## src/rtl/pipe_addsub.sv

```systemverilog
`default_nettype none
// ============================================================================
// Module   : pipe_addsub
// Purpose  : Pipelined WIDTH-bit adder/subtractor. Each pipeline stage
//            resolves one CHUNK-bit ripple slice using the carry registered
//            by the previous stage. Valid/ready handshake on both sides,
//            with one global stall enable for every stage register.
// Ports    : clk       - clock, rising edge
//            rst_n     - asynchronous active-low reset
//            in_valid  - operand beat present
//            in_ready  - beat accepted this cycle if in_valid is high
//            a, b      - WIDTH-bit operands
//            cin       - carry-in (add) / borrow-in (subtract)
//            sub       - 0 = add, 1 = subtract
//            out_valid - result beat present
//            out_ready - downstream accepts result
//            sum       - WIDTH-bit result
//            cout      - carry-out (add) / borrow-out (subtract)
//            ovf       - two's-complement signed overflow
// Revision : 1.0 - initial release
// ============================================================================
module pipe_addsub #(
  parameter int WIDTH = 16,
  parameter int CHUNK = 4
) (
  input  logic             clk,
  input  logic             rst_n,
  input  logic             in_valid,
  output logic             in_ready,
  input  logic [WIDTH-1:0] a,
  input  logic [WIDTH-1:0] b,
  input  logic             cin,
  input  logic             sub,
  output logic             out_valid,
  input  logic             out_ready,
  output logic [WIDTH-1:0] sum,
  output logic             cout,
  output logic             ovf
);

  localparam int STAGES = (WIDTH + CHUNK - 1) / CHUNK;
  localparam int LAST   = STAGES - 1;

  // One past the MSB of the chunk resolved by stage k; the last chunk
  // absorbs the ragged remainder.
  function automatic int f_top(input int k);
    return (k == LAST) ? WIDTH : (k + 1) * CHUNK;
  endfunction

  logic                en;
  logic [STAGES-1:0]   valid_q, valid_d;

  // Per-stage registers. Operands travel with the beat; b is stored already
  // conditioned for subtraction (a + ~b + !cin).
  logic [WIDTH-1:0]    a_q   [STAGES];
  logic [WIDTH-1:0]    a_d   [STAGES];
  logic [WIDTH-1:0]    b_q   [STAGES];
  logic [WIDTH-1:0]    b_d   [STAGES];
  logic [WIDTH-1:0]    s_q   [STAGES];
  logic [WIDTH-1:0]    s_d   [STAGES];
  logic                c_q   [STAGES];
  logic                c_d   [STAGES];
  logic                sub_q [STAGES];
  logic                sub_d [STAGES];
  logic                ovf_q, ovf_d;

  // Inputs seen by each stage and its slice arithmetic.
  logic [WIDTH-1:0]    a_in   [STAGES];
  logic [WIDTH-1:0]    b_in   [STAGES];
  logic [WIDTH-1:0]    s_in   [STAGES];
  logic                c_in   [STAGES];
  logic                sub_in [STAGES];
  logic [WIDTH:0]      m      [STAGES];
  logic [WIDTH:0]      cm     [STAGES];
  logic [WIDTH:0]      t      [STAGES];
  logic                co     [STAGES];

  always_comb begin
    en        = !valid_q[LAST] || out_ready;

    a_in[0]    = a;
    b_in[0]    = b ^ {WIDTH{sub}};
    c_in[0]    = cin ^ sub;
    sub_in[0]  = sub;
    s_in[0]    = '0;
    valid_d[0] = in_valid;
    for (int k = 1; k < STAGES; k++) begin
      a_in[k]    = a_q[k-1];
      b_in[k]    = b_q[k-1];
      c_in[k]    = c_q[k-1];
      sub_in[k]  = sub_q[k-1];
      s_in[k]    = s_q[k-1];
      valid_d[k] = valid_q[k-1];
    end

    for (int k = 0; k < STAGES; k++) begin
      // Masked full-width add: only the chunk bits are non-zero, so this
      // reduces to a CHUNK-bit ripple whose carry lands at bit f_top(k).
      m[k]     = ({(WIDTH+1){1'b1}} << (k * CHUNK)) & ~({(WIDTH+1){1'b1}} << f_top(k));
      cm[k]    = {{WIDTH{1'b0}}, 1'b1} << f_top(k);
      t[k]     = ({1'b0, a_in[k]} & m[k]) + ({1'b0, b_in[k]} & m[k])
               + ({{WIDTH{1'b0}}, c_in[k]} << (k * CHUNK));
      co[k]    = |(t[k] & cm[k]);
      s_d[k]   = (s_in[k] & ~m[k][WIDTH-1:0]) | (t[k][WIDTH-1:0] & m[k][WIDTH-1:0]);
      a_d[k]   = a_in[k];
      b_d[k]   = b_in[k];
      sub_d[k] = sub_in[k];
      c_d[k]   = co[k];
    end

    // Final stage: carry becomes borrow when subtracting. Carry into the MSB
    // is recovered as a ^ b ^ sum at that bit.
    c_d[LAST] = co[LAST] ^ sub_in[LAST];
    ovf_d     = a_in[LAST][WIDTH-1] ^ b_in[LAST][WIDTH-1] ^ t[LAST][WIDTH-1] ^ co[LAST];
  end

  always_ff @(posedge clk or negedge rst_n) begin
    if (!rst_n) begin
      valid_q <= '0;
      ovf_q   <= 1'b0;
      for (int k = 0; k < STAGES; k++) begin
        a_q[k]   <= '0;
        b_q[k]   <= '0;
        s_q[k]   <= '0;
        c_q[k]   <= 1'b0;
        sub_q[k] <= 1'b0;
      end
    end else if (en) begin
      valid_q <= valid_d;
      ovf_q   <= ovf_d;
      for (int k = 0; k < STAGES; k++) begin
        a_q[k]   <= a_d[k];
        b_q[k]   <= b_d[k];
        s_q[k]   <= s_d[k];
        c_q[k]   <= c_d[k];
        sub_q[k] <= sub_d[k];
      end
    end
  end

  assign in_ready  = en;
  assign out_valid = valid_q[LAST];
  assign sum       = s_q[LAST];
  assign cout      = c_q[LAST];
  assign ovf       = ovf_q;

endmodule
`default_nettype wire

```

## config.mk

```make
export PLATFORM = sky130hd
export DESIGN_NAME = pipe_addsub
export DESIGN_NICKNAME = d
export VERILOG_FILES = /design/src/rtl/pipe_addsub.sv
export SDC_FILE = /design/constraint.sdc
export NUM_CORES = 1
export LEC_CHECK = 0
export CAP_MARGIN = 5
export CORE_ASPECT_RATIO = 0.9
export CORE_MARGIN = 3
export CORE_UTILIZATION = 59
export DETAILED_ROUTE_END_ITERATION = 8
export PLACE_DENSITY = 0.84
export SLEW_MARGIN = 5
export SYNTH_ARGS = -nofsm -noshare
export SYNTH_HDL_FRONTEND = slang
export SYNTH_SLANG_ARGS = --single-unit
export TNS_END_PERCENT = 100
```

## constraint.sdc

```tcl
create_clock -name clk -period 6.4 [get_ports clk]
set_input_delay 0.64 -clock clk [delete_from_list [all_inputs] [get_ports clk]]
set_output_delay 0.64 -clock clk [all_outputs]
set_load 0.005 [all_outputs]
```

==> results of run 1 <==
## cell usage in the layout (no fill, tap or decap)
master,n
clkinv_4,1
nand2b_1,1
o21ai_1,21
clkbuf_8,9
dfrtp_1,100
xnor2_1,17
a21o_1,5
ha_1,21
inv_2,1
xor2_1,12
nor2_1,10
a21oi_1,13
nand2_1,222
clkinv_2,2
fa_1,8
a21oi_2,2
clkinvlp_4,1
bufinv_16,1
buf_4,4
inv_1,21
a211oi_1,1
nor2b_4,1
clkdlybuf4s50_1,56
inv_6,2
## state kept, by name, summed over array words and instances (netlist names)
name     cells
c_in         3
a_d         24
b_d         24
sum         16
ovf          1
valid_q      4
s_in        24
sub_d        3
cout         1
## per-layer routing
metal	up-vias	part of all wire [%]
li1	1573	-
met1	1458	47
met2	73	47
met3	12	4.9
met4	0	1.5
met5	-	0
## critical path, stage by stage
cell and delay (ns):
clkdlybuf4s50_1 0.45, nor2b_4 0.11, buf_4 0.72, inv_2 0.06, clkdlybuf4s50_1 0.47
## synthesized netlist by cell type
library cell and number:
nand2b_1 1, o21ai_1 21, a21o_1 5, xnor2_1 17, nor2b_2 1, clkbuf_1 6
a21oi_2 2, ha_1 21, a21oi_1 13, dfrtp_1 100, inv_1 21, inv_2 1
nor2_1 10, nand2_1 222, fa_1 8, a211oi_1 1, buf_2 4, buf_6 4
buf_4 10, xor2_1 12
## cell type report
| cell class | count | area (µm²) | area share (%) |
|---|---|---|---|
| Multi-Input combinational cell | 334 | 1800 | 34.04 |
| Sequential cell | 100 | 2502 | 47.30 |
| Timing Repair Buffer | 60 | 590.6 | 11.16 |
| Clock buffer | 9 | 123.9 | 2.342 |
| Inverter | 22 | 82.58 | 1.561 |
| Clock inverter | 7 | 73.82 | 1.395 |
| Tap cell | 93 | 116.4 | 2.200 |
## cell families after synthesis
group           count (synthesis)  share of synthesized area (%)
xor+xnor                       29                          5.591
fa+ha+maj                      29                          9.309
buf+inv                        46                          5.398
compound gates                 42                          5.123
simple gates                  234                          19.50
flops                         100                          55.08
## worst min-delay path by stage
| stage | endpoint | cells past startpoint | start | slack (ns) |
|---|---|---|---|---|
| global route | sum[2]$_DFFE_PN0P_ | 1 | rst_n | 0.19 |
| global placement | valid_q[2]$_DFFE_PN0P_ | 2 | valid_q[2]$_DFFE_PN0P_ | 0.44 |
| finish | sum[2]$_DFFE_PN0P_ | 1 | rst_n | 0.18 |
| CTS | s_in[19]$_DFFE_PN0P_ | 1 | rst_n | 0.19 |
| detailed placement | sum[3]$_DFFE_PN0P_ | 2 | sum[3]$_DFFE_PN0P_ | 0.46 |
| floorplan | a_d[12]$_DFFE_PN0P_ | 0 | rst_n | 0.34 |
## metrics by stage
| stage | setup slack, ns | cells | hold WS (ns) | cell area (µm²) | total power [mW] |
|---|---|---|---|---|---|
| after floorplan | 3.844 | 480 | 0.3444 | 4543 | 1.760 |
| after global placement | 3.027 | 609 | 0.4404 | 5092 | 2.009 |
| after detailed placement | 2.930 | 609 | 0.4552 | 5092 | 2.083 |
| after CTS | 3.278 | 625 | 0.1897 | 5290 | 2.494 |
| after global routing | 3.152 | 625 | 0.1917 | 5290 | 2.696 |
| final | 3.291 | 625 | 0.1808 | 5290 | 2.472 |
## power breakdown
group	switching, mW	total, mW	leakage (nW)	internal (mW)
clock	0.220	0.403	0.100	0.183
sequential	0.143	1.06	1.20	0.914
combinational	0.535	1.01	1.37	0.478
total	0.898	2.47	2.68	1.57
==> metrics.md, run 1 <==
| Metric | Value |
|---|---|
| Drt via density | `4.986` |
| Setup bufs post-CTS | `0` |
| PwrDens | `467.4 nW/µm²` |
| Final WL | `7848 µm` |
| CTS Sinks | `100` |
| Synth area leaders | `dfrtp_1 55%, nand2_1 18%, ha_1 5.8%, fa_1 3.5%, xnor2_1 3.3%` |
| Antenna violations before repair | `0` |
| Worst setup path start | `out_ready` |
| Final design utilization | `72.90%` |
| Die Span X | `98.50 µm` |
| GRT overflow | `0` |
| Worst VDD drop | `209.9 µV` |
| Leakage | `2.676 nW` |
| TritonCTS buffer count | `9` |
| Syn Nets | `547` |
| Vias in the first global route | `3037` |
| Busiest grt layer | `met2` |
| Die area | `8790 µm²` |
| Grt met1 use | `26.67%` |
| Run status | `complete, no violations` |
| Clock Path Buffers | `2` |
| Layout filler cell count | `528` |
| Max Clk Rate | `321.6 MHz` |
| Post-Syn Area | `4543 µm²` |
| Mapped Cells | `480` |
| Worst clock skew | `0.008926 ns` |
| Ys Warns | `0` |
| Crit end category | `output port` |
| Sequential area share after synthesis | `55.08%` |
| Port Buf Inserts | `57` |
| DRT Pass-1 Iters | `5` |
| Met3 usage | `3.822%` |
| Max Transition Viols Final | `0` |
| Synth Register Bits | `100` |
| First-pass GRT wire length | `13570 µm` |
| Final min period | `3.109 ns` |
| R2R setup slack | `4.12 ns` |
| Clock root cell | `clkbuf_8` |
| R2r startpoint | `a_d[12]$_DFFE_PN0P_` |
| WL/cell | `12.56 µm` |
| Fin crit share | `48.58%` |
| Hold crit path type | `in2async` |
| Worst-path clk slew | `0.10 ns` |
| Critical Path RT | `5.76 ns` |
| Die height | `89.25 µm` |
| Vias | `3116` |
| DP HPWL | `5352 µm` |
| Worst R2R Path Depth | `10` |
| PostCTS Resize Cnt | `0` |
| CTS tree | `yes` |
| Slew @ Worst Pin | `0.9438 ns` |
| Synth cell types | `20` |
| Syn avg cell area | `9.465 µm²` |
| H-tree depth | `3` |
| IO Count | `58` |
| CP max FO | `100` |
| Setup CP Type | `in2out` |
| Rows | `29` |
| Routed Antenna Nets | `0` |
| Met2 Use GR | `31.43%` |
| Reg2reg end | `ovf$_DFFE_PN0P_` |
| RSZ-0062 raised after global routing | `false` |
| Final hold viol count | `0` |
| Fraction of layout cells with a size suffix above 1 | `4.511%` |
| Max-cap viol count | `0` |
| Post-CTS Hold Buffers | `0` |
| Layout net count | `594` |
| Largest net degree at the start of global routing | `101` |
| All-Layer GR Usage | `19.72%` |
| Worst-Skew Late Latency | `0.38 ns` |
| Arr. time, crit path | `2.47 ns` |
| Yosys top cell area share | `55.08%` |
| Crit path to | `in_ready` |
| DR DRC count | `0` |
| Total Neg Setup Slack | `0 ns` |
| CP Launch Type | `input pin` |
| Relative slew margins | `37.08%` |
| # diodes | `0` |
| Core ar. | `7257 µm²` |
| Area delta synth->final | `16.44%` |
| Yosys top cell by area | `dfrtp_1` |
| Initial Util | `62.60%` |
| Iter 0 DRT Violations | `136` |
| Placer Congestion | `0.7511` |
| Final setup violating endpoints | `0` |
Note: power is estimated with default switching activity, not from simulation.
==> run 2, diff against run 1 <==
CORE_UTILIZATION = 55   (was 59)
PLACE_DENSITY = 0.79   (was 0.84)
clock period = 3.02 ns   (was 6.4 ns; I/O delays follow)
==> run 2 against run 1 <==
- hold slack improved by 0.27 ns
- die area increased by 6.8%
- flip-flop and latch count unchanged
- highest routed layer unchanged
- sequential share of layout area decreased by 0.19 points
- utilization decreased by 4.5 points
- global-route usage decreased by 1.2 points
- power increased by 110%
- first-iteration DRC count increased by 17%
==> metrics.md, run 2 (same netlist as run 1, synthesis figures left out) <==
| Metric | Value |
|---|---|
| Run status | `complete, no violations` |
| All-Layer GR Usage | `18.52% (-1.2 points)` |
| Total Neg Setup Slack | `0 ns (unchanged)` |
| Antenna violations before repair | `0 (unchanged)` |
| DRT Pass-1 Iters | `4 (-1)` |
| Critical Path RT | `3.26 ns (-2.50 ns)` |
| Max Clk Rate | `450.3 MHz` |
| Crit-path leading delay family | `adder cells` |
| Vias in the first global route | `3012 (-0.82%)` |
| DR DRC count | `0 (unchanged)` |
| First-pass GRT wire length | `13730 µm (+1.2%)` |
| Sw Ratio | `36.30% (about the same)` |
| PwrDens | `967.4 nW/µm² (+110%)` |
| Hold crit path type | `in2async` |
| # diodes | `0 (unchanged)` |
| WL/cell | `12.29 µm (-2.1%)` |
| Final hold viol count | `0 (unchanged)` |
| Initial Util | `58.47% (-4.1 points)` |
| Iter 0 DRT Violations | `159 (+17%)` |
| PostCTS Resize Cnt | `0 (unchanged)` |
| Core ar. | `7770 µm² (+7.1%)` |
| CTS tree | `yes` |
| Crit path buf inv count | `3 (-1)` |
| Final min period | `2.221 ns` |
| R2R setup slack | `0.80 ns (-3.32 ns)` |
| Layout net count | `597 (+0.51%)` |
| Drt via density | `4.834 (-3.0%)` |
| Vias | `3050 (-2.1%)` |
| Reg2reg end | `ovf$_DFFE_PN0P_` |
| Relative slew margins | `36.92% (-0.16 points)` |
| CP Launch Type | `register` |
| Layout filler cell count | `650 (+23%)` |
| Commonest non-fill, non-tap cells in the layout | `222 x nand2_1, 100 x dfrtp_1, 56 x clkdlybuf4s50_1` |
| Fraction of layout cells with a size suffix above 1 | `4.860% (+0.35 points)` |
| Setup CP Type | `reg2reg` |
| CP max stage delay | `0.44 ns (-0.28 ns)` |
| CTS Sinks | `100 (unchanged)` |
| Max Transition Viols Final | `0 (unchanged)` |
| Port Buf Inserts | `57 (unchanged)` |
| TritonCTS buffer count | `9 (unchanged)` |
| GRT overflow | `0 (unchanged)` |
| Die height | `92.22 µm (+3.3%)` |
| Crit end category | `register` |
| Internal power | `3.273 mW (+110%)` |
| IO Count | `58 (unchanged)` |
| Final Non-Filler Cells | `631 (+0.96%)` |
| Fin crit share | `73.53%` |
| Area delta synth->final | `16.91%` |
| CP max FO | `2 (-98%)` |
| Worst R2R Path Depth | `10 (unchanged)` |
| RSZ-0062 raised after global routing | `false` |
| Routed Antenna Nets | `0 (unchanged)` |
| Die area | `9388 µm² (+6.8%)` |
| Final setup violating endpoints | `0 (unchanged)` |
| H-tree depth | `3 (unchanged)` |
| DP HPWL | `5463 µm (+2.1%)` |
| Leakage | `2.676 nW (about the same)` |
| Largest net degree at the start of global routing | `100 (-0.99%)` |
| Placer Congestion | `0.7813 (+4.0%)` |
| P_sw | `1.865 mW (+110%)` |
| Clock Path Buffers | `2 (unchanged)` |
| Arr. time, crit path | `2.47 ns (about the same)` |
| R2r startpoint | `a_d[12]$_DFFE_PN0P_` |
| Worst VDD drop | `362.8 µV (+73%)` |
| Slowest cell on crit path | `fa_1` |
| Clock root cell | `clkbuf_8` |
| Crit path cell chain | `inv_1, fa_1, inv_1, ha_1, inv_1, fa_1, xnor2_1, xnor2_1, xnor2_1, a21oi_2` |
| Worst-Skew Late Latency | `0.36 ns (-0.02 ns)` |
| Commonest non-fill, non-tap cell in the layout | `nand2_1` |
| Hold slack | `0.4458 ns (+0.2650 ns)` |
| Worst clock skew | `0.01009 ns (+0.001163 ns)` |
| Worst-path clk slew | `0.09 ns (about the same)` |
| Cells after DPL | `614 (+0.82%)` |
| Clock share of power | `15.0% (-1.3 points)` |
| Final WL | `7753 µm (-1.2%)` |
| Slew @ Worst Pin | `0.9463 ns (+0.002442 ns)` |
| Rows | `30 (+3.4%)` |
| Logic gate share of total power | `41.6% (+0.6 points)` |
| Max-cap viol count | `0 (unchanged)` |
| Die Span X | `101.8 µm (+3.4%)` |
| Seq pwr share | `43.4% (+0.7 points)` |
[run 2: cell type report]
type | count | area (µm²) | share of cell area, %
Sequential cell | 100 | 2502 | 47.11
Multi-Input combinational cell | 334 | 1800 | 33.90
Timing Repair Buffer | 63 | 628.1 | 11.83
Clock buffer | 10 | 137.6 | 2.591
Tap cell | 96 | 120.1 | 2.261
Inverter | 22 | 82.58 | 1.555
Clock inverter | 6 | 40.04 | 0.7538
[run 2: worst max-delay path by stage]
stage	slack, ns	to	depth (start not counted)	start
final	0.80	ovf$_DFFE_PN0P_	10	a_d[12]$_DFFE_PN0P_
after global routing	0.61	ovf$_DFFE_PN0P_	10	a_d[12]$_DFFE_PN0P_
after CTS	0.79	ovf$_DFFE_PN0P_	10	a_d[12]$_DFFE_PN0P_
after detailed placement	0.51	c_in[2]$_DFFE_PN0P_	7	sub
after global placement	0.56	c_in[2]$_DFFE_PN0P_	7	sub
after floorplan	0.80	c_in[2]$_DFFE_PN0P_	8	sub
[run 2: power groups by stage]
| stage | logic, mW | clock network [mW] | registers, mW |
|---|---|---|---|
| finish | 2.14 | 0.770 | 2.23 |
| global route | 2.46 | 0.846 | 2.31 |
| CTS | 2.16 | 0.788 | 2.23 |
| detailed placement | 2.15 | 0 | 2.26 |
| global placement | 2.05 | 0 | 2.23 |
| floorplan | 1.52 | 0 | 2.21 |
[run 2: per-stage QoR]
step	power, mW	setup slack [ns]	utilization [%]	area [µm²]
after floorplan	3.729	0.8016	-	4543
after global placement	4.283	0.5608	65.94	5124
after detailed placement	4.410	0.5126	65.94	5124
after CTS	5.186	0.7858	68.36	5311
after global routing	5.615	0.6114	68.36	5311
final	5.138	0.7992	68.36	5311
[run 2: metal layers]
| metal | part of all wire, % | track usage (%) | vias to the layer above |
|---|---|---|---|
| li1 | - | - | 1571 |
| met4 | 2.0 | 7.309 | 0 |
| met1 | 50 | 27.28 | 1400 |
| met5 | 0 | 0 | - |
| met2 | 44 | 27.29 | 67 |
| met3 | 4.1 | 3.270 | 12 |
[run 2: worst reg2reg max path: cells and delay by family, from the launching register on]
kind	cells	cell delay, ns
fa+ha+maj	3	0.96
buf+inv	3	0.19
flops	1	0.34
xor+xnor	3	0.54
compound gates	1	0.07
[run 2: timing repair]
action                                 4_1_cts  5_1_grt
endpoints found under the hold margin       38        0
hold buffers                                 1        0
setup buffers                                0        0
==> run 3, diff against run 2 <==
clock period = 2.09 ns   (was 3.02 ns; I/O delays follow)
==> run 3 against run 2 <==
- the flow now finishes with violations (negative setup slack)
- routed wire length rose by 1.3%
- global-route usage rose by 0.30 points
- setup slack got worse by 0.80 ns
- critical path depth did not move
- sequential share of layout area fell by 0.99 points
- clock power rose by 60%
- clock skew barely moved
- critical endpoint unchanged
- largest cell class unchanged
- largest power group is now combinational cells
==> metrics.md, run 3 (same netlist as run 1, synthesis figures left out) <==
| Metric | Value |
|---|---|
| Placer Congestion | `0.7632 (-2.3%)` |
| M1 WL | `3721 µm (-4.2%)` |
| RSZ-0062 raised after global routing | `true` |
| Slew @ Worst Pin | `0.4739 ns (-0.4724 ns)` |
| Vias in the first global route | `3010 (-0.066%)` |
| Crit path cell chain | `inv_2, fa_2, inv_2, ha_4, inv_2, fa_2, xnor2_2, xnor2_1, xnor2_1, a21oi_2` |
| Placed inst area | `5174 µm² (+0.98%)` |
| Final Non-Filler Cells | `635 (+0.63%)` |
| Critical Path RT | `2.34 ns (-0.92 ns)` |
| Fin crit share | `100.1% (+27 points)` |
| Largest net degree at the start of global routing | `101 (+1.0%)` |
| Reg2reg end | `ovf$_DFFE_PN0P_` |
| Max Transition Viols Final | `0 (unchanged)` |
| Tot Pwr | `7.773 mW (+51%)` |
| Rows | `30 (unchanged)` |
| IO Count | `58 (unchanged)` |
| DR DRC count | `0 (unchanged)` |
| WL/cell | `12.37 µm (+0.70%)` |
| DP Worst Slack | `-0.2983 ns (-0.8108 ns)` |
| Leakage | `2.725 nW (+1.8%)` |
| Clock Path Buffers | `2 (unchanged)` |
| PnR worst setup slack | `-0.001117 ns (-0.8004 ns)` |
| Max-cap viol count | `0 (unchanged)` |
| TritonCTS buffer count | `9 (unchanged)` |
| Worst-path clk slew | `0.09 ns (about the same)` |
| Crit-path leading delay family | `adder cells` |
| Antenna violations before repair | `0 (unchanged)` |
| DP HPWL | `5268 µm (-3.6%)` |
| # diodes | `0 (unchanged)` |
| Worst VDD drop | `633.8 µV (+75%)` |
| Top layer reached by signal wires | `met4` |
| Hold crit path type | `in2async` |
| Iter 0 DRT Violations | `200 (+26%)` |
| Fraction of layout cells with a size suffix above 1 | `7.421% (+2.6 points)` |
| GRT overflow | `0 (unchanged)` |
| Crit path buf inv count | `3 (unchanged)` |
| All-Layer GR Usage | `18.82% (+0.30 points)` |
| Routed Antenna Nets | `0 (unchanged)` |
| CTS tree | `yes` |
| Total Neg Setup Slack | `-0.001117 ns (-0.001117 ns)` |
| Worst-Skew Late Latency | `0.36 ns (about the same)` |
| Initial Util | `58.47% (unchanged)` |
| CP Launch Type | `register` |
| Area delta synth->final | `19.42%` |
| Cells after DPL | `617 (+0.49%)` |
| First-pass GRT wire length | `13850 µm (+0.85%)` |
| CP max FO | `2 (unchanged)` |
| Final min period | `2.091 ns (-0.1296 ns)` |
| Routed wl met2 | `3634 µm (+7.1%)` |
| Reg area | `2502 µm² (unchanged)` |
| Final WL | `7857 µm (+1.3%)` |
| DRT Pass-1 Iters | `4 (unchanged)` |
| Final setup violating endpoints | `1 (+1)` |
| Relative slew margins | `68.41% (+31 points)` |
| R2r startpoint | `c_in[0]$_DFFE_PN0P_` |
| Slowest cell on crit path | `fa_2` |
| Vias | `3092 (+1.4%)` |
| Worst setup path start | `c_in[0]$_DFFE_PN0P_` |
| Max Clk Rate | `478.2 MHz (+6.2%)` |
| Die Span X | `101.8 µm (unchanged)` |
| Arr. time, crit path | `2.34 ns (-0.13 ns)` |
| Most Frequent Cell on Critical Path | `inv_2` |
| Final hold viol count | `0 (unchanged)` |
| Commonest non-fill, non-tap cell in the layout | `nand2_1` |
| Core ar. | `7770 µm² (unchanged)` |
| Layout net count | `601 (+0.67%)` |
| DR WL met3 | `346 µm (+8.1%)` |
| H-tree depth | `3 (unchanged)` |
| Die height | `92.22 µm (unchanged)` |
| PwrDens | `1433 nW/µm² (+48%)` |
| Cell area after layout | `5425 µm² (+2.1%)` |
| Worst clock skew | `0.01051 ns (+0.0004163 ns)` |
| Worst R2R Path Depth | `10 (unchanged)` |
| CP max stage delay | `0.38 ns (-0.06 ns)` |
| Area of the multi-input gates | `1836 µm² (+1.9%)` |
| Failing checks | `negative setup slack` |
| CTS Sinks | `100 (unchanged)` |
| Clock root cell | `clkbuf_8` |
| Crit end category | `register` |
| Setup CP Type | `reg2reg` |
| Die area | `9388 µm² (unchanged)` |
| Run status | `complete, but fails checks` |
| Port Buf Inserts | `57 (unchanged)` |
| Layout filler cell count | `604 (-7.1%)` |
| Commonest non-fill, non-tap cells in the layout | `222 x nand2_1, 100 x dfrtp_1, 56 x clkdlybuf4s50_1, 21 x o21ai_1, 20 x ha_1` |
| Drt via density | `4.869 (+0.74%)` |
| R2R setup slack | `-0.001 ns (-0.80 ns)` |
## run 3: cell types whose count changed in the layout (fill, tap and decap cells not counted), moves of 2 or more
cell,change
inv_1,-4
inv_2,+4
fa_1,-3
fa_2,+3
buf_12,+2
buf_4,+2
clkinvlp_4,-2
## run 3: worst max path at each step
| stage | to | slack [ns] | depth (start not counted) |
|---|---|---|---|
| after floorplan | c_in[2]$_DFFE_PN0P_ | 0.01 | 8 |
| after global placement | c_in[2]$_DFFE_PN0P_ | -0.18 | 7 |
| after detailed placement | s_in[35]$_DFFE_PN0P_ | -0.30 | 8 |
| after CTS | ovf$_DFFE_PN0P_ | -0.05 | 10 |
| after global routing | ovf$_DFFE_PN0P_ | -0.09 | 10 |
| final | ovf$_DFFE_PN0P_ | -0.001 | 10 |
## run 3: cell type report
class                      instances  area share (%)
tap                               96           2.214
sequential                       100           46.13
multi-input combinational        334           33.83
clock inverter                     6           1.176
inverter                          22           1.522
timing repair buffer              67           12.59
clock buffer                      10           2.537
## run 3: what timing repair did
item | CTS | global route
pin swaps | 6 | 4
endpoints found under the hold margin | 36 | 0
gates cloned | 0 | 0
endpoints found under the setup margin | 2 | 2
gates resized for setup | 9 | 1
buffers inserted | 0 | 1
hold buffers | 1 | 0
## run 3: routing by layer
metal / track usage [%] / vias to the layer above
li1: - / 1586
met1: 26.18 / 1426
met2: 29.14 / 67
met3: 3.270 / 13
met4: 7.973 / 0
met5: 0 / -
## run 3: report_power, final
| part | total (mW) | switching [mW] | internal [mW] |
|---|---|---|---|
| registers | 3.23 | 0.435 | 2.80 |
| clock network | 1.23 | 0.650 | 0.584 |
| logic | 3.30 | 1.70 | 1.61 |
| total | 7.77 | 2.78 | 4.99 |
## run 3: worst register-to-register path, cell delays in order, from the launching register on
cell,delay (ns)
dfrtp_1,0.37
inv_2,0.05
fa_2,0.38
inv_2,0.07
ha_4,0.13
inv_2,0.04
fa_2,0.35
xnor2_2,0.16
xnor2_1,0.20
xnor2_1,0.16
a21oi_2,0.07
## run 3: through the flow
step           hold WS, ns  util, %
3_5_place_dp        0.2041    66.59
2_1_floorplan     -0.08659        -
5_1_grt             0.3694    69.82
4_1_cts             0.3496    69.63
3_3_place_gp        0.1986    66.59
6_report            0.3427    69.82
